**src/rtl/alu_pkg.sv**
```systemverilog
// Shared ALU definitions: operand width and the multiplier FSM state type.
package alu_pkg;

   localparam int unsigned ALU_WIDTH = 8;

   typedef enum logic [1:0] {
      MUL_IDLE = 2'd0,
      MUL_RUN  = 2'd1,
      MUL_DONE = 2'd2
   } mul_state_t;

endpackage

```
**src/rtl/mul_shift_add_dp.sv**
```systemverilog
// Shift-and-add multiplier datapath: operand shifters, accumulator and iteration counter.
module mul_shift_add_dp
   import alu_pkg::*;
#(
   parameter int unsigned WIDTH = ALU_WIDTH
) (
   input  logic               clk,
   input  logic               reset,
   input  logic               load_i,
   input  logic               step_i,
   input  logic [WIDTH-1:0]   a_i,
   input  logic [WIDTH-1:0]   b_i,
   output logic [2*WIDTH-1:0] acc_sum_o,
   output logic               last_o
);

   localparam int unsigned CntW = $clog2(WIDTH);

   logic [2*WIDTH-1:0] mcand_q, mcand_d;
   logic [WIDTH-1:0]   mplier_q, mplier_d;
   logic [2*WIDTH-1:0] acc_q, acc_d;
   logic [CntW-1:0]    cnt_q, cnt_d;
   logic [2*WIDTH-1:0] acc_sum;

   // Accumulator value after the current step; also the final product on the last step.
   always_comb begin
      acc_sum = mplier_q[0] ? (acc_q + mcand_q) : acc_q;
   end

   always_comb begin
      mcand_d  = mcand_q;
      mplier_d = mplier_q;
      acc_d    = acc_q;
      cnt_d    = cnt_q;
      if (load_i) begin
         mcand_d  = {{WIDTH{1'b0}}, a_i};
         mplier_d = b_i;
         acc_d    = '0;
         cnt_d    = '0;
      end else if (step_i) begin
         acc_d    = acc_sum;
         mcand_d  = mcand_q << 1;
         mplier_d = mplier_q >> 1;
         cnt_d    = cnt_q + 1'b1;
      end
   end

   always_ff @(posedge clk) begin
      if (reset) begin
         mcand_q  <= '0;
         mplier_q <= '0;
         acc_q    <= '0;
         cnt_q    <= '0;
      end else begin
         mcand_q  <= mcand_d;
         mplier_q <= mplier_d;
         acc_q    <= acc_d;
         cnt_q    <= cnt_d;
      end
   end

   assign acc_sum_o = acc_sum;
   assign last_o    = (cnt_q == CntW'(WIDTH - 1));

endmodule

```
**src/rtl/mul_shift_add_8bit.sv**
```systemverilog
// Multi-cycle unsigned multiplier: start/busy/done control FSM around the shift-add datapath.
module mul_shift_add_8bit
   import alu_pkg::*;
#(
   parameter int unsigned WIDTH = ALU_WIDTH
) (
   input  logic               clk,
   input  logic               reset,
   input  logic               start,
   input  logic [WIDTH-1:0]   a,
   input  logic [WIDTH-1:0]   b,
   output logic               busy,
   output logic               done,
   output logic [2*WIDTH-1:0] product
);

   mul_state_t         state_q, state_d;
   logic [2*WIDTH-1:0] product_q, product_d;
   logic               accept;
   logic               step;
   logic               last;
   logic [2*WIDTH-1:0] acc_sum;

   // Start is only honoured when no operation is in flight.
   assign accept = start && ((state_q == MUL_IDLE) || (state_q == MUL_DONE));
   assign step   = (state_q == MUL_RUN);

   mul_shift_add_dp #(
      .WIDTH (WIDTH)
   ) u_dp (
      .clk       (clk),
      .reset     (reset),
      .load_i    (accept),
      .step_i    (step),
      .a_i       (a),
      .b_i       (b),
      .acc_sum_o (acc_sum),
      .last_o    (last)
   );

   always_comb begin
      state_d = state_q;
      unique case (state_q)
         MUL_IDLE: if (start) state_d = MUL_RUN;
         MUL_RUN:  if (last) state_d = MUL_DONE;
         MUL_DONE: state_d = start ? MUL_RUN : MUL_IDLE;
         default:  state_d = MUL_IDLE;
      endcase
   end

   always_comb begin
      product_d = product_q;
      if (step && last) begin
         product_d = acc_sum;
      end
   end

   always_ff @(posedge clk) begin
      if (reset) begin
         state_q   <= MUL_IDLE;
         product_q <= '0;
      end else begin
         state_q   <= state_d;
         product_q <= product_d;
      end
   end

   assign busy    = (state_q == MUL_RUN);
   assign done    = (state_q == MUL_DONE);
   assign product = product_q;

endmodule

```
**config.mk**
```make
export PLATFORM = sky130hd
export DESIGN_NAME = mul_shift_add_8bit
export DESIGN_NICKNAME = d
export VERILOG_FILES = /design/src/rtl/alu_pkg.sv /design/src/rtl/mul_shift_add_dp.sv /design/src/rtl/mul_shift_add_8bit.sv
export SDC_FILE = /design/constraint.sdc
export NUM_CORES = 1
export LEC_CHECK = 0
export CAP_MARGIN = 0
export CORE_ASPECT_RATIO = 0.6
export CORE_MARGIN = 10
export CORE_UTILIZATION = 52
export CTS_BUF_LIST = sky130_fd_sc_hd__clkbuf_2 sky130_fd_sc_hd__clkbuf_4 sky130_fd_sc_hd__clkbuf_8
export CTS_CLUSTER_SIZE = 10
export DETAILED_ROUTE_END_ITERATION = 6
export PLACE_DENSITY = 0.9
export SLEW_MARGIN = 30
export SYNTH_ARGS = -nofsm -noshare
export SYNTH_HDL_FRONTEND = slang
export SYNTH_SLANG_ARGS = --single-unit
```
**constraint.sdc**
```tcl
create_clock -name clk -period 2.3 [get_ports clk]
set_clock_uncertainty 0.2 [all_clocks]
set_input_delay 0.345 -clock clk [delete_from_list [all_inputs] [get_ports clk]]
set_output_delay 0.345 -clock clk [all_outputs]
set_load 0.02 [all_outputs]
```
[Yosys cells after proc, flatten, opt, wreduce, memory -nomap -nowiden]
Cells that the tools add are included.
Storage, ports and cells
  bits in registers: 61
  word-level logic and storage cells: 30
  input bits: 19
  output and inout bits: 18
Operators by class
  $add $sub $neg: 2
  reduce and logical (&&, ||, !) cells: 7
  equal/unequal tests: 5
  multiplexer cells: 9
Operator list (count)
  $mux 8: 4
  $add 16x16->16: 1
  $mux 16: 1
  $pmux 2 s3: 1
  $mux 2: 2
  $add 3x1->3 const B: 1
  $eq 3x3->1 const B: 1
  $eq 2x1->1 const B: 1
  $eq 2x2->1 const B: 1
  $logic_and 1x1->1: 2
  $logic_not 2->1: 1
  $ne 2x1->1 const B: 1
  $ne 2x2->1 const B: 1
  $reduce_and 2->1: 1
  $reduce_bool 2->1: 1
  $reduce_or 2->1: 1
  $logic_or 1x1->1: 1
  $mux 1: 1

[Longest topological paths before layout]
Gate-level depths: netlist of the first run.
  depth in word-level cells: 4
  mapped depth: 9
  gate-level depth less buffers: 9

[Hierarchy]
A second synthesis of the first run with hierarchy kept.
Unflattened totals
  cells, all modules: 377
  area total of the unflattened synthesis: 3398.3 µm²
Modules (own cells, without submodules)
  mul_shift_add_dp: area each 2582.5 µm², sequential area each 860.8 µm², cells each 299, instances 1
  mul_shift_add_8bit: area each 815.8 µm², sequential area each 360.3 µm², cells each 78, instances 1

[Worst setup path after synthesis of the first run]
No wires, ideal clock.
  kind: register to register
  start point: register u_dp.acc_q[0]
  end point: register product_q[12] (netlist: product[12])
  path buffers: 0
  path slack: -0.034 ns
  data required time: 1.967 ns
  cell stages (with the launch flop): 10
  arrival: 2.001 ns
  setup time: 0.133 ns
  period minus slack after synthesis: 2.334 ns
  cell sequence: dfxtp_1 ha_1 fa_1 a21oi_1 o21ai_0 a21oi_1 o221ai_1 xor2_1 mux2i_1 a21oi_1
Between the ends
  word-level cells in the longest chain between the ends: 2
Ends and longest elaborated chain
  start, declared: line mul_shift_add_dp.sv:21  | logic [2*WIDTH-1:0] acc_q, acc_d;
  start signal, assigned: line mul_shift_add_dp.sv:52  | acc_q <= '0;
  start signal, assigned: line mul_shift_add_dp.sv:57  | acc_q <= acc_d;
  $add 16x16->16: line mul_shift_add_dp.sv:27  | acc_sum = mplier_q[0] ? (acc_q + mcand_q) : acc_q;
  $mux 16: line mul_shift_add_dp.sv:27
  end signal, assigned: line mul_shift_add_8bit.sv:64  | product_q <= product_d;
  end, declared: line mul_shift_add_8bit.sv:18  | logic [2*WIDTH-1:0] product_q, product_d;
No other way between the ends.
A chain may end at the register's enable or synchronous reset.

[Final worst setup path of the first run]
  start point: register u_dp.acc_q[4]
  end point: register product_q[11] (netlist: product[11])
Same word-level chain as after synthesis.

==> results.rst, run 1 <==
.. list-table::
   :header-rows: 1

   * - Metric
     - Value
   * - Run status
     - complete, but fails checks
   * - Violated checks
     - setup timing
   * - Power per cell area
     - 597 nW/µm²
   * - Crit. Startpoint
     - u_dp.acc_q[4]
   * - Average routed wire per standard cell
     - 19.8 µm
   * - RSZ-0062 raised after global routing
     - true
   * - Chip Height
     - 81.0 µm
   * - Largest vdd supply drop
     - 0.475 mV
   * - Static Leakage
     - 1.75 nW
   * - DP Wirelength
     - 6830 µm
   * - Count of unique library cells instantiated by Yosys
     - 54
   * - Cell area after placement
     - 3840 µm²
   * - H-tree level count
     - 3
   * - Commonest register cell after synthesis
     - sky130_fd_sc_hd__dfxtp_1
   * - Buffer levels on the longest clock path
     - 2
   * - CP Data Arrival Time
     - 2.41 ns
   * - Post-synthesis cell count
     - 390
   * - Peak clock frequency supported by timing
     - 422 MHz
   * - Worst-margin pin slew
     - 0.440 ns
   * - Avg Cell Area, Syn
     - 8.26 µm²
   * - CP endpoint kind
     - flip-flop
   * - Post-route fraction of the period consumed by the critical path
     - 1.03
   * - Inst Count DP
     - 522
   * - Max-Cap Viols
     - 0
   * - First-pass GRT wire length
     - 16700 µm
   * - Place WS
     - -0.217 ns
   * - Number of clock buffers inserted by TritonCTS
     - 9
   * - Routed wire length
     - 10900 µm
   * - Setup-failing EPs final
     - 16
   * - Time the final worst path needs with I/O delays and setup
     - 2.37 ns
   * - Die Footprint
     - 9840 µm²
   * - Initial core utilization
     - 0.532
   * - Crit path setup slack, layout
     - -0.0685 ns
   * - Net count after synthesis
     - 427
   * - Antenna violations before repair
     - 0
   * - Antenna diode count
     - 0
   * - Clock Tree Root
     - sky130_fd_sc_hd__clkbuf_8
   * - Horizontal die dimension
     - 122 µm
   * - Drt pass-1 iters
     - 5
   * - #FFs+latches synth
     - 61
   * - Global router's overall resource usage
     - 0.217
   * - Setup crit start kind
     - flip-flop
   * - Hold Path Class
     - flip-flop to flip-flop
   * - Worst reg2reg setup slack
     - -0.07 ns
   * - Count of flip-flops with a built-in enable after synthesis
     - 0
   * - Data required time at the worst endpoint
     - 2.34 ns
   * - Category of the critical setup timing path
     - flip-flop to flip-flop
   * - Final-stage net count
     - 500
   * - Clock input transition at the sequential cells of the worst setup and hold paths
     - 0.08 ns
   * - Sequential share of the synthesized area
     - 0.379
   * - Initial DRC Count
     - 566
   * - Placeable core region
     - 6060 µm²
   * - Relative slew slack
     - 0.698
   * - Yosys warning total
     - 0
   * - Max FO, Critical Path
     - 4
   * - Netlist area before placement
     - 3220 µm²
   * - Finished Cell Area
     - 4390 µm²
   * - Final antenna-violating net count
     - 0
   * - R2r endpoint
     - product[11]
   * - Final core utilization
     - 0.724
   * - DRC
     - 0
   * - Vias post-DR
     - 3426
   * - WHS
     - 0.268 ns
   * - Largest net degree at the start of global routing
     - 29
   * - Routability-driven placement congestion ratio
     - 0.924
   * - Final hold viol count
     - 0
   * - Clk sinks
     - 61
   * - Final standard cell count with taps included and fillers excluded
     - 552
   * - Via density
     - 6.21
   * - Clock latency on the worst-skew pair
     - 0.36 ns
   * - Layout cells sized above 1
     - 0.246
   * - FF-to-FF Start
     - u_dp.acc_q[4]
   * - IO Pins
     - 37
   * - Number of global-route vias before repair
     - 3155
   * - CTS tree
     - built
   * - FFs w/ async S/R, synth
     - 0
   * - Total global routing overflow
     - 0
   * - Final max-slew violation count
     - 0
   * - Worst Reg2Reg Path Length in Cells
     - 9
   * - Relative area change from synthesis to final layout
     - 36.2%
   * - Capture point of the critical path
     - product[11]
   * - Count of buffers from port buffering
     - 36
   * - Number of cell rows
     - 22
## worst min-delay path by stage
stage	cells after the start	from	slack, ns	to
floorplan	2	u_dp.cnt_q[1]	0.24	u_dp.cnt_q[1]
global placement	2	u_dp.cnt_q[2]	0.25	u_dp.cnt_q[2]
detailed placement	2	u_dp.cnt_q[2]	0.26	u_dp.cnt_q[2]
CTS	2	u_dp.cnt_q[2]	0.26	u_dp.cnt_q[2]
global route	2	u_dp.cnt_q[2]	0.31	u_dp.cnt_q[2]
finish	2	u_dp.cnt_q[2]	0.27	u_dp.cnt_q[2]
## kinds of logic (layout without fill, tap and decap cells)
logic type      count (synthesis)  after routing  synth area share
flops                          61             61             0.379
mux                            15             15            0.0466
simple gates                  149            149             0.208
buf+inv                        30            108            0.0455
compound gates                104            104             0.213
fa+ha+maj                      18             18            0.0723
xor+xnor                       13             13            0.0354
## metrics by stage
step	setup TNS, ns	total power, mW
detailed placement	-1.58	1.46
floorplan	0	1.34
CTS	-0.0578	2.57
global placement	-0.150	1.45
global route	-1.72	2.71
finish	-0.509	2.62
## critical path, cell delays in order, from the launching register on
cell and delay [ns]:
sky130_fd_sc_hd__dfxtp_1 0.38, sky130_fd_sc_hd__ha_4 0.23, sky130_fd_sc_hd__a21oi_2 0.27, sky130_fd_sc_hd__and2_2 0.29, sky130_fd_sc_hd__a21oi_4 0.08, sky130_fd_sc_hd__or2_4 0.24
sky130_fd_sc_hd__buf_4 0.14, sky130_fd_sc_hd__xor2_2 0.14, sky130_fd_sc_hd__mux2i_1 0.18, sky130_fd_sc_hd__a21oi_1 0.09
## state kept, by name, indices dropped and copies added (netlist names)
signal         cells
product           16
u_dp.mcand_q      16
u_dp.acc_q        16
u_dp.cnt_q         3
state_q            2
u_dp.mplier_q      8
## cell usage after synthesis (3+ instances only)
master / n / share of area
sky130_fd_sc_hd__nand2_1: 59 / 0.069
sky130_fd_sc_hd__a21oi_1: 34 / 0.053
sky130_fd_sc_hd__nor2b_1: 3 / 0.0058
sky130_fd_sc_hd__o22ai_1: 7 / 0.014
sky130_fd_sc_hd__a311oi_1: 9 / 0.024
sky130_fd_sc_hd__clkbuf_1: 16 / 0.019
sky130_fd_sc_hd__nand3_1: 8 / 0.012
sky130_fd_sc_hd__o21a_1: 3 / 0.0070
sky130_fd_sc_hd__buf_2: 4 / 0.0062
sky130_fd_sc_hd__ha_1: 17 / 0.066
sky130_fd_sc_hd__mux2i_1: 15 / 0.047
sky130_fd_sc_hd__a22o_1: 5 / 0.014
sky130_fd_sc_hd__a211oi_1: 9 / 0.021
sky130_fd_sc_hd__nand2b_1: 4 / 0.0078
sky130_fd_sc_hd__inv_1: 3 / 0.0035
sky130_fd_sc_hd__nor2_1: 43 / 0.050
sky130_fd_sc_hd__xor2_1: 5 / 0.014
sky130_fd_sc_hd__xnor2_1: 8 / 0.022
sky130_fd_sc_hd__nor3_1: 15 / 0.023
sky130_fd_sc_hd__dfxtp_1: 61 / 0.38
sky130_fd_sc_hd__o21ai_0: 20 / 0.031
## final cells by class
cell class                 instances  area, µm²
tap                               84        105
sequential                        61       1240
clock buffer                       9        124
fill                             394       1670
clock inverter                     7       97.6
inverter                           4       15.0
timing repair buffer              88        757
multi-input combinational        299       2050
## metal layers
layer  vias to the layer above  share of wire  GRT usage
met1                      1586           0.41      0.279
met3                        50           0.13     0.0907
met5                         -              0          0
met4                         0          0.029     0.0746
li1                       1536              -          -
met2                       254           0.44      0.323
## what timing repair did
item                       in CTS  in global routing
gates resized for setup        30                 19
buffers inserted               11                  3
setup endpoints to repair      17                 25
hold buffers                    0                  0
pin swaps                      22                 18
## power by group
part / switching (mW) / internal [mW]
sequential: 0.0362 / 1.09
clock: 0.489 / 0.615
combinational: 0.220 / 0.172
total: 0.745 / 1.88
## cell usage in the layout, fill, tap and decap left out, drive strengths merged, types with 2 or more instances in the layout
cell type,count
a211oi,9
a21o,2
a21oi,35
a22o,5
a311oi,10
and2,3
and3,2
buf,52
bufinv,2
clkbuf,9
clkdlybuf4s50,35
clkinvlp,2
dfxtp,61
ha,17
inv,6
mux2i,15
nand2,59
nand2b,4
nand3,8
nand3b,2
nor2,43
nor2b,3
nor3,15
o211a,2
o21a,3
o21ai,20
o21bai,2
o221ai,2
o22ai,7
or2,4
xnor2,8
xor2,5
(Power assumes the default switching activity.)
==> inputs of run 2 (changes only) <==
--- a/config.mk
+++ b/config.mk
@@ -6,13 +6,15 @@
 export NUM_CORES = 1
 export LEC_CHECK = 0
 export CAP_MARGIN = 0
+export CELL_PAD_IN_SITES_DETAIL_PLACEMENT = 2
+export CELL_PAD_IN_SITES_GLOBAL_PLACEMENT = 2
 export CORE_ASPECT_RATIO = 0.6
 export CORE_MARGIN = 10
-export CORE_UTILIZATION = 52
+export CORE_UTILIZATION = 31
 export CTS_BUF_LIST = sky130_fd_sc_hd__clkbuf_2 sky130_fd_sc_hd__clkbuf_4 sky130_fd_sc_hd__clkbuf_8
 export CTS_CLUSTER_SIZE = 10
 export DETAILED_ROUTE_END_ITERATION = 6
-export PLACE_DENSITY = 0.9
+export PLACE_DENSITY = 0.89
 export SLEW_MARGIN = 30
 export SYNTH_ARGS = -nofsm -noshare
 export SYNTH_HDL_FRONTEND = slang
==> run 2 against run 1 <==
The flow still finishes with violations (setup timing). Clock power up 10%. Combinational power up 32%. Routed wire length up 81%. Hold slack better by 0.016 ns. Design area up 9.3%. Register-to-register slack worse by 0.32 ns. Maximum frequency down 12%. Critical path depth up 1. First-iteration DRC count down 31%. Sequential power about the same. Critical path type unchanged. Critical endpoint is now product[10]. Largest power group is now the clock network.
==> results.rst, run 2 (synthesis gave the netlist of run 1 again) <==
.. list-table::
   :header-rows: 1

   * - Metric
     - Value
   * - Max-Cap Viols
     - 0 (unchanged)
   * - Inst Count DP
     - 577 (+11%)
   * - Net load switching power
     - 896 µW (+20%)
   * - Number of global-route vias before repair
     - 3944 (+25%)
   * - Final hold viol count
     - 0 (unchanged)
   * - Category of the critical setup timing path
     - flip-flop to flip-flop
   * - Vias post-DR
     - 3827 (+12%)
   * - Post-Route M1 WL
     - 7930 µm (+79%)
   * - Total global routing overflow
     - 0 (unchanged)
   * - Switching part of the total
     - 0.313 (+0.0285)
   * - CTS tree
     - built
   * - Share of power burned in registers
     - 0.397 (-0.032)
   * - Run status
     - complete, but fails checks
   * - Cell with the largest stage delay on the worst path
     - sky130_fd_sc_hd__fa_2
   * - Buffer levels on the longest clock path
     - 2 (unchanged)
   * - Initial DRC Count
     - 392 (-31%)
   * - CP Data Arrival Time
     - 2.75 ns (+0.34 ns)
   * - Met3 wire len
     - 1710 µm (+22%)
   * - Final standard cell count with taps included and fillers excluded
     - 613 (+11%)
   * - Global router's overall resource usage
     - 0.225 (+0.00768)
   * - Antenna violations before repair
     - 2 (+2)
   * - Horizontal die dimension
     - 152 µm (+25%)
   * - CP endpoint kind
     - flip-flop
   * - Clock input transition at the sequential cells of the worst setup and hold paths
     - 0.10 ns (+0.02 ns)
   * - Routed wire length
     - 19800 µm (+81%)
   * - Crit path setup slack, layout
     - -0.389 ns (-0.320 ns)
   * - Final antenna-violating net count
     - 0 (unchanged)
   * - Critical path cell sequence
     - ha_4, fa_2, a21oi_4, o21ai_4, a21oi_2, buf_6, o21ai_4, xor2_2, mux2i_1, a21oi_1
   * - Time the final worst path needs with I/O delays and setup
     - 2.69 ns (+0.320 ns)
   * - Chip Height
     - 99.0 µm (+22%)
   * - Static Leakage
     - 1.85 nW (+5.6%)
   * - Peak clock frequency supported by timing
     - 372 MHz (-12%)
   * - Critical Path Max Stage Delay
     - 0.45 ns (+0.07 ns)
   * - Clk sinks
     - 61 (unchanged)
   * - Power per cell area
     - 598 nW/µm² (about the same)
   * - Worst-margin pin slew
     - 0.573 ns (+0.133 ns)
   * - Count of buffers from port buffering
     - 36 (unchanged)
   * - Data required time at the worst endpoint
     - 2.36 ns (+0.02 ns)
   * - Drt pass-1 iters
     - 4 (-1)
   * - Length of routed met2 wiring
     - 9030 µm (+88%)
   * - Violated checks
     - setup timing
   * - Max FO, Critical Path
     - 3 (-1)
   * - Clock Tree Root
     - sky130_fd_sc_hd__clkbuf_8
   * - Number of cell rows
     - 28 (+27%)
   * - DRC
     - 0 (unchanged)
   * - Largest net degree at the start of global routing
     - 29 (unchanged)
   * - Final max-slew violation count
     - 0 (unchanged)
   * - Die Footprint
     - 15000 µm² (+52%)
   * - Routability-driven placement congestion ratio
     - 0.864 (-6.5%)
   * - First-pass GRT wire length
     - 25000 µm (+49%)
   * - IO Pins
     - 37 (unchanged)
   * - Setup-failing EPs final
     - 26 (+10)
   * - Highest-count cells in the layout ignoring fill and taps
     - sky130_fd_sc_hd__buf_4 (55), sky130_fd_sc_hd__nand2_1 (54), sky130_fd_sc_hd__dfxtp_1 (45)
   * - Final-stage net count
     - 509 (+1.8%)
   * - RSZ-0062 raised after global routing
     - true
   * - Placeable core region
     - 9980 µm² (+65%)
   * - Relative area change from synthesis to final layout
     - 48.8%
   * - Internal power component
     - 1.97 mW (+5.0%)
   * - Share of power burned in combinational logic
     - 0.180 (+0.031)
   * - Top metal layer carrying routed signals
     - met4
   * - Hold Path Class
     - flip-flop to flip-flop
   * - Post-route fraction of the period consumed by the critical path
     - 1.17 (+0.139)
   * - Setup crit start kind
     - flip-flop
   * - Number of clock buffers inserted by TritonCTS
     - 9 (unchanged)
   * - Largest vdd supply drop
     - 0.339 mV (-29%)
   * - Layout cells sized above 1
     - 0.344 (+0.0981)
   * - Average routed wire per standard cell
     - 32.3 µm (+63%)
   * - Most frequent standard cell in the layout excluding fill and tap cells
     - sky130_fd_sc_hd__buf_4
   * - Crit path top cell by count
     - sky130_fd_sc_hd__o21ai_4
   * - Initial core utilization
     - 0.323 (-0.209)
   * - H-tree level count
     - 3 (unchanged)
   * - Place WS
     - -0.250 ns (-0.0326 ns)
   * - Clock latency on the worst-skew pair
     - 0.39 ns (+0.03 ns)
   * - DP Wirelength
     - 10200 µm (+49%)
   * - Worst reg2reg setup slack
     - -0.39 ns (-0.32 ns)
   * - Clock group share of total power
     - 0.423 (+0.002)
   * - Via density
     - 6.24 (+0.59%)
   * - Relative slew slack
     - 0.616 (-0.0819)
[run 2: cell count changes in the layout (fill, tap and decap cells not counted), sizes merged]
| cell | change |
|---|---|
| inv | -1 |
| dlymetal6s2s | -1 |
| clkinvlp | -1 |
| diode | +1 |
| dlygate4sd2 | +1 |
| clkbuf | +2 |
| buf | +9 |
[run 2: power groups by stage]
stage | combinational, mW | sequential, mW | clock [mW]
2_1_floorplan | 0.203 | 1.13 | 0
3_3_place_gp | 0.333 | 1.14 | 0
3_5_place_dp | 0.366 | 1.14 | 0
4_1_cts | 0.427 | 1.13 | 1.17
5_1_grt | 0.531 | 1.14 | 1.26
6_report | 0.515 | 1.14 | 1.21
[run 2: stage by stage]
step	total power [mW]	setup TNS [ns]	util	cell area, µm²	hold slack (ns)
CTS	2.72	-0.161	0.451	4500	0.282
finish	2.87	-5.21	0.480	4790	0.284
global placement	1.47	-0.441	0.396	3950	0.246
detailed placement	1.51	-3.29	0.396	3950	0.273
global route	2.93	-5.92	0.480	4790	0.317
floorplan	1.34	0	-	3220	0.240
[run 2: what timing repair did]
item                       in CTS  in global routing
setup buffers                  14                  7
setup endpoints to repair      25                 24
hold buffers                    0                  0
resized for setup              55                 47
pin swaps                      25                 26
[run 2: worst paths after layout]
kind | from | end | cells after the start
max | u_dp.mcand_q[0] | product[10] | 10
min | u_dp.cnt_q[2] | u_dp.cnt_q[2] | 2
max reg2reg | u_dp.mcand_q[0] | product[10] | 10
min reg2reg | u_dp.cnt_q[2] | u_dp.cnt_q[2] | 2
[run 2: critical path: cells and delay by family, from the launching register on]
kind / cells / cell delay (ns)
DFF: 1 / 0.36
AOI/OAI and AO/OA: 5 / 0.74
adders and majority gates: 2 / 0.64
xor gates and xnor gates: 1 / 0.21
buffers and inverters: 1 / 0.15
muxes: 1 / 0.26
[run 2: layout make-up]
| class | instances | area [µm²] |
|---|---|---|
| Clock buffer | 11 | 151 |
| Timing Repair Buffer | 97 | 848 |
| Tap cell | 135 | 169 |
| Inverter | 4 | 15.0 |
| Fill cell | 1056 | 5190 |
| Clock inverter | 5 | 81.3 |
| Multi-Input combinational cell | 299 | 2280 |
| Sequential cell | 61 | 1250 |
| Antenna cell | 1 | 2.50 |
[run 2: routing by layer]
metal / track usage / vias to the layer above
met5: 0 / -
li1: - / 1546
met1: 0.260 / 1928
met3: 0.0708 / 88
met2: 0.374 / 265
met4: 0.101 / 0
==> inputs of run 3 (changes only) <==
--- a/config.mk
+++ b/config.mk
@@ -10,12 +10,13 @@
 export CELL_PAD_IN_SITES_GLOBAL_PLACEMENT = 2
 export CORE_ASPECT_RATIO = 0.6
 export CORE_MARGIN = 10
-export CORE_UTILIZATION = 31
+export CORE_UTILIZATION = 33
 export CTS_BUF_LIST = sky130_fd_sc_hd__clkbuf_2 sky130_fd_sc_hd__clkbuf_4 sky130_fd_sc_hd__clkbuf_8
 export CTS_CLUSTER_SIZE = 10
 export DETAILED_ROUTE_END_ITERATION = 6
-export PLACE_DENSITY = 0.89
+export PLACE_DENSITY = 0.91
 export SLEW_MARGIN = 30
 export SYNTH_ARGS = -nofsm -noshare
 export SYNTH_HDL_FRONTEND = slang
+export SYNTH_HIERARCHICAL = 1
 export SYNTH_SLANG_ARGS = --single-unit
==> run 3 against run 2 <==
The run still ends with setup timing left. Synthesized cell count shrank 3.3%. Sequential power about the same. Sequential share of layout area decreased by 0.99 points. Register-to-register slack lost 0.14 ns. Worst setup slack worse by 0.14 ns.
==> results.rst, run 3 <==
.. list-table::
   :header-rows: 1

   * - Metric
     - Value
   * - Overall Power
     - 2.52 mW (-12%)
   * - Cell taking the most area after synthesis
     - sky130_fd_sc_hd__dfxtp_1
   * - Largest net degree at the start of global routing
     - 51 (+76%)
   * - Violated checks
     - setup timing
   * - Initial DRC Count
     - 403 (+2.8%)
   * - Net count after synthesis
     - 414 (-3.0%)
   * - Hold Path Class
     - flip-flop to flip-flop
   * - Dominant cell by count in the synthesized netlist
     - sky130_fd_sc_hd__dfxtp_1
   * - Horizontal die dimension
     - 151 µm (-0.38%)
   * - Peak clock frequency supported by timing
     - 353 MHz (-5.0%)
   * - Number of cell rows
     - 28 (unchanged)
   * - Relative area change from synthesis to final layout
     - 46.5%
   * - #FFs+latches synth
     - 61 (unchanged)
   * - Synth Area in XOR/XNOR
     - 0.0361 (+0.000729)
   * - DP Wirelength
     - 9350 µm (-8.1%)
   * - Data required time at the worst endpoint
     - 2.33 ns (-0.03 ns)
   * - Leading post-synthesis cells by instance count
     - sky130_fd_sc_hd__dfxtp_1 (61), sky130_fd_sc_hd__nor2_1 (57), sky130_fd_sc_hd__mux2i_1 (45)
   * - Die Footprint
     - 14900 µm² (-0.73%)
   * - Yosys warning total
     - 6 (+6)
   * - DRC
     - 0 (unchanged)
   * - Final antenna-violating net count
     - 0 (unchanged)
   * - Routability-driven placement congestion ratio
     - 0.852 (-1.4%)
   * - Inst Count DP
     - 570 (-1.2%)
   * - Max FO, Critical Path
     - 2 (-1)
   * - Post-synthesis simple-gate area fraction
     - 0.193 (-0.0149)
   * - Count of flip-flops with a built-in enable after synthesis
     - 0 (unchanged)
   * - Average routed wire per standard cell
     - 28.9 µm (-11%)
   * - WHS
     - 0.292 ns (+0.00780 ns)
   * - Compound-gate portion of the synthesized area
     - 0.131 (-0.0818)
   * - Layout cells sized above 1
     - 0.340 (-0.00411)
   * - Placeable core region
     - 9950 µm² (-0.35%)
   * - Setup crit start kind
     - flip-flop
   * - Clock input transition at the sequential cells of the worst setup and hold paths
     - 0.08 ns (-0.02 ns)
   * - Power per cell area
     - 507 nW/µm² (-15%)
   * - Area occupied by multi-input gates
     - 2460 µm² (+8.1%)
   * - Routed wire length
     - 17500 µm (-12%)
   * - CP Data Arrival Time
     - 2.86 ns (+0.11 ns)
   * - Largest vdd supply drop
     - 0.299 mV (-12%)
   * - Adder-cell share of the synthesized area
     - 0.0685 (-0.00378)
   * - Clock latency on the worst-skew pair
     - 0.37 ns (-0.02 ns)
   * - Largest cells by area after synthesis
     - sky130_fd_sc_hd__dfxtp_1 (36%), sky130_fd_sc_hd__mux2i_1 (13%), sky130_fd_sc_hd__nor2_1 (6.3%)
   * - Buffer levels on the longest clock path
     - 2 (unchanged)
   * - Vias post-DR
     - 3468 (-9.4%)
   * - Post-route fraction of the period consumed by the critical path
     - 1.23 (+0.0618)
   * - Sequential share of the synthesized area
     - 0.359 (-0.0198)
   * - Clock Tree Root
     - sky130_fd_sc_hd__clkbuf_8
   * - Highest-count cells in the layout ignoring fill and taps
     - sky130_fd_sc_hd__nor2_1 (55), sky130_fd_sc_hd__buf_4 (54), sky130_fd_sc_hd__dfxtp_1 (48)
   * - Cell area after placement
     - 4200 µm² (+6.3%)
   * - Worst-margin pin slew
     - 0.578 ns (+0.00476 ns)
   * - Via density
     - 5.72 (-8.3%)
   * - Netlist area before placement
     - 3400 µm² (+5.5%)
   * - Initial core utilization
     - 0.342 (+0.0190)
   * - Critical path cell sequence
     - ha_4, fa_2, a21o_1, a311oi_2, buf_4, o21bai_1, a21oi_2, xnor2_1, mux2_4, nand2b_1, mux2i_1
   * - Run status
     - complete, but fails checks
   * - Category of the critical setup timing path
     - flip-flop to flip-flop
   * - Number of global-route vias before repair
     - 3760 (-4.7%)
   * - Commonest register cell after synthesis
     - sky130_fd_sc_hd__dfxtp_1
   * - Total global routing overflow
     - 0 (unchanged)
   * - Count of unique library cells instantiated by Yosys
     - 46 (-15%)
   * - Time the final worst path needs with I/O delays and setup
     - 2.83 ns (+0.142 ns)
   * - Static Leakage
     - 1.97 nW (+6.5%)
   * - H-tree level count
     - 3 (unchanged)
   * - Relative slew slack
     - 0.610 (-0.00583)
   * - Chip Height
     - 98.6 µm (-0.35%)
   * - Most frequent standard cell in the layout excluding fill and tap cells
     - sky130_fd_sc_hd__nor2_1
   * - IO Pins
     - 37 (unchanged)
   * - Fraction of post-synthesis cell area in the top cell type by area
     - 0.359 (-0.0198)
   * - First-pass GRT wire length
     - 23400 µm (-6.5%)
   * - Clk sinks
     - 61 (unchanged)
   * - Antenna diode count
     - 0 (-1)
   * - Final hold viol count
     - 0 (unchanged)
   * - Finished Cell Area
     - 4980 µm² (+3.8%)
   * - Cell with the largest stage delay on the worst path
     - sky130_fd_sc_hd__fa_2
   * - Setup-failing EPs final
     - 24 (-7.7%)
   * - Critical Path Max Stage Delay
     - 0.37 ns (-0.08 ns)
   * - Final-layout fill cell count
     - 1025 (-2.9%)
   * - Antenna violations before repair
     - 0 (-2)
   * - Reg area
     - 1250 µm² (-0.10%)
   * - RSZ-0062 raised after global routing
     - true
   * - Crit path setup slack, layout
     - -0.531 ns (-0.142 ns)
   * - Main combinational cell family by area after synthesis
     - simple AND/OR/NAND/NOR gates
   * - Multiplexer area fraction after synthesis
     - 0.176 (+0.129)
   * - Global router's overall resource usage
     - 0.207 (-0.0183)
   * - Final standard cell count with taps included and fillers excluded
     - 606 (-1.1%)
   * - Avg Cell Area, Syn
     - 9.01 µm² (+9.2%)
   * - Final max-slew violation count
     - 0 (unchanged)
   * - Post-synthesis cell count
     - 377 (-3.3%)
   * - CTS tree
     - built
   * - FFs w/ async S/R, synth
     - 0 (unchanged)
   * - Final-stage net count
     - 504 (-0.98%)
   * - Max-Cap Viols
     - 0 (unchanged)
   * - Drt pass-1 iters
     - 5 (+1)
   * - CP endpoint kind
     - flip-flop
   * - Count of buffers from port buffering
     - 36 (unchanged)
   * - Total negative slack
     - -5.87 ns (-0.664 ns)
   * - Number of clock buffers inserted by TritonCTS
     - 9 (unchanged)
==> run 3: cell families after synthesis <==
family | after synthesis
DFF | 61
and+or+nand+nor | 131
xor gates and xnor gates | 14
buffers and inverters | 26
muxes | 58
adders and majority gates | 18
AOI/OAI and AO/OA | 69
==> run 3: final timing paths <==
path / start / endpoint / slack, ns / cells past startpoint
setup / recovery: u_dp/acc_q[0] / product[8] / -0.53 / 11
hold / removal: product[10] / product[10] / 0.29 / 2
setup reg to reg: u_dp/acc_q[0] / product[8] / -0.53 / 11
hold reg to reg: product[10] / product[10] / 0.29 / 2
==> run 3: layer usage <==
layer	vias to the layer above	wire length, µm	part of all wire	track usage
li1	1492	-	-	-
met1	1765	7360	0.42	0.244
met5	-	0	0	0
met4	0	726	0.041	0.0943
met2	152	8260	0.47	0.339
met3	59	1170	0.067	0.0626
==> run 3: power by group <==
| group | switching, mW | internal, mW | total (mW) |
|---|---|---|---|
| Combinational | 0.220 | 0.178 | 0.398 |
| Sequential | 0.0317 | 1.08 | 1.11 |
| Clock | 0.482 | 0.535 | 1.02 |
==> run 3: what timing repair did <==
item                       CTS  global route
buffers inserted            14            10
hold buffers                 0             0
setup endpoints to repair   21            24
resized for setup           37            60
pin swaps                   19            20
==> run 3: layout make-up <==
| type | instances | area share |
|---|---|---|
| multi-input combinational | 290 | 0.495 |
| sequential | 61 | 0.251 |
| timing repair buffer | 100 | 0.178 |
| tap | 135 | 0.0339 |
| clock buffer | 11 | 0.0292 |
| clock inverter | 4 | 0.00980 |
| inverter | 5 | 0.00377 |
==> run 3: per-stage QoR <==
step	worst slack, ns	util
3_5_place_dp	-0.367	0.422
5_1_grt	-0.619	0.500
2_1_floorplan	-0.256	-
4_1_cts	-0.373	0.467
6_report	-0.531	0.500
3_3_place_gp	-0.286	0.422
==> run 3: worst max-delay path: cells and delay by family (launching register included) <==
| kind | cells | cell delay (ns) |
|---|---|---|
| AO/OA/AOI/OAI | 4 | 0.83 |
| XOR/XNOR | 1 | 0.12 |
| flip-flops | 1 | 0.36 |
| buffers and inverters | 1 | 0.18 |
| AND/OR/NAND/NOR | 1 | 0.10 |
| adder cells (fa/ha/maj) | 2 | 0.54 |
| multiplexers | 2 | 0.36 |
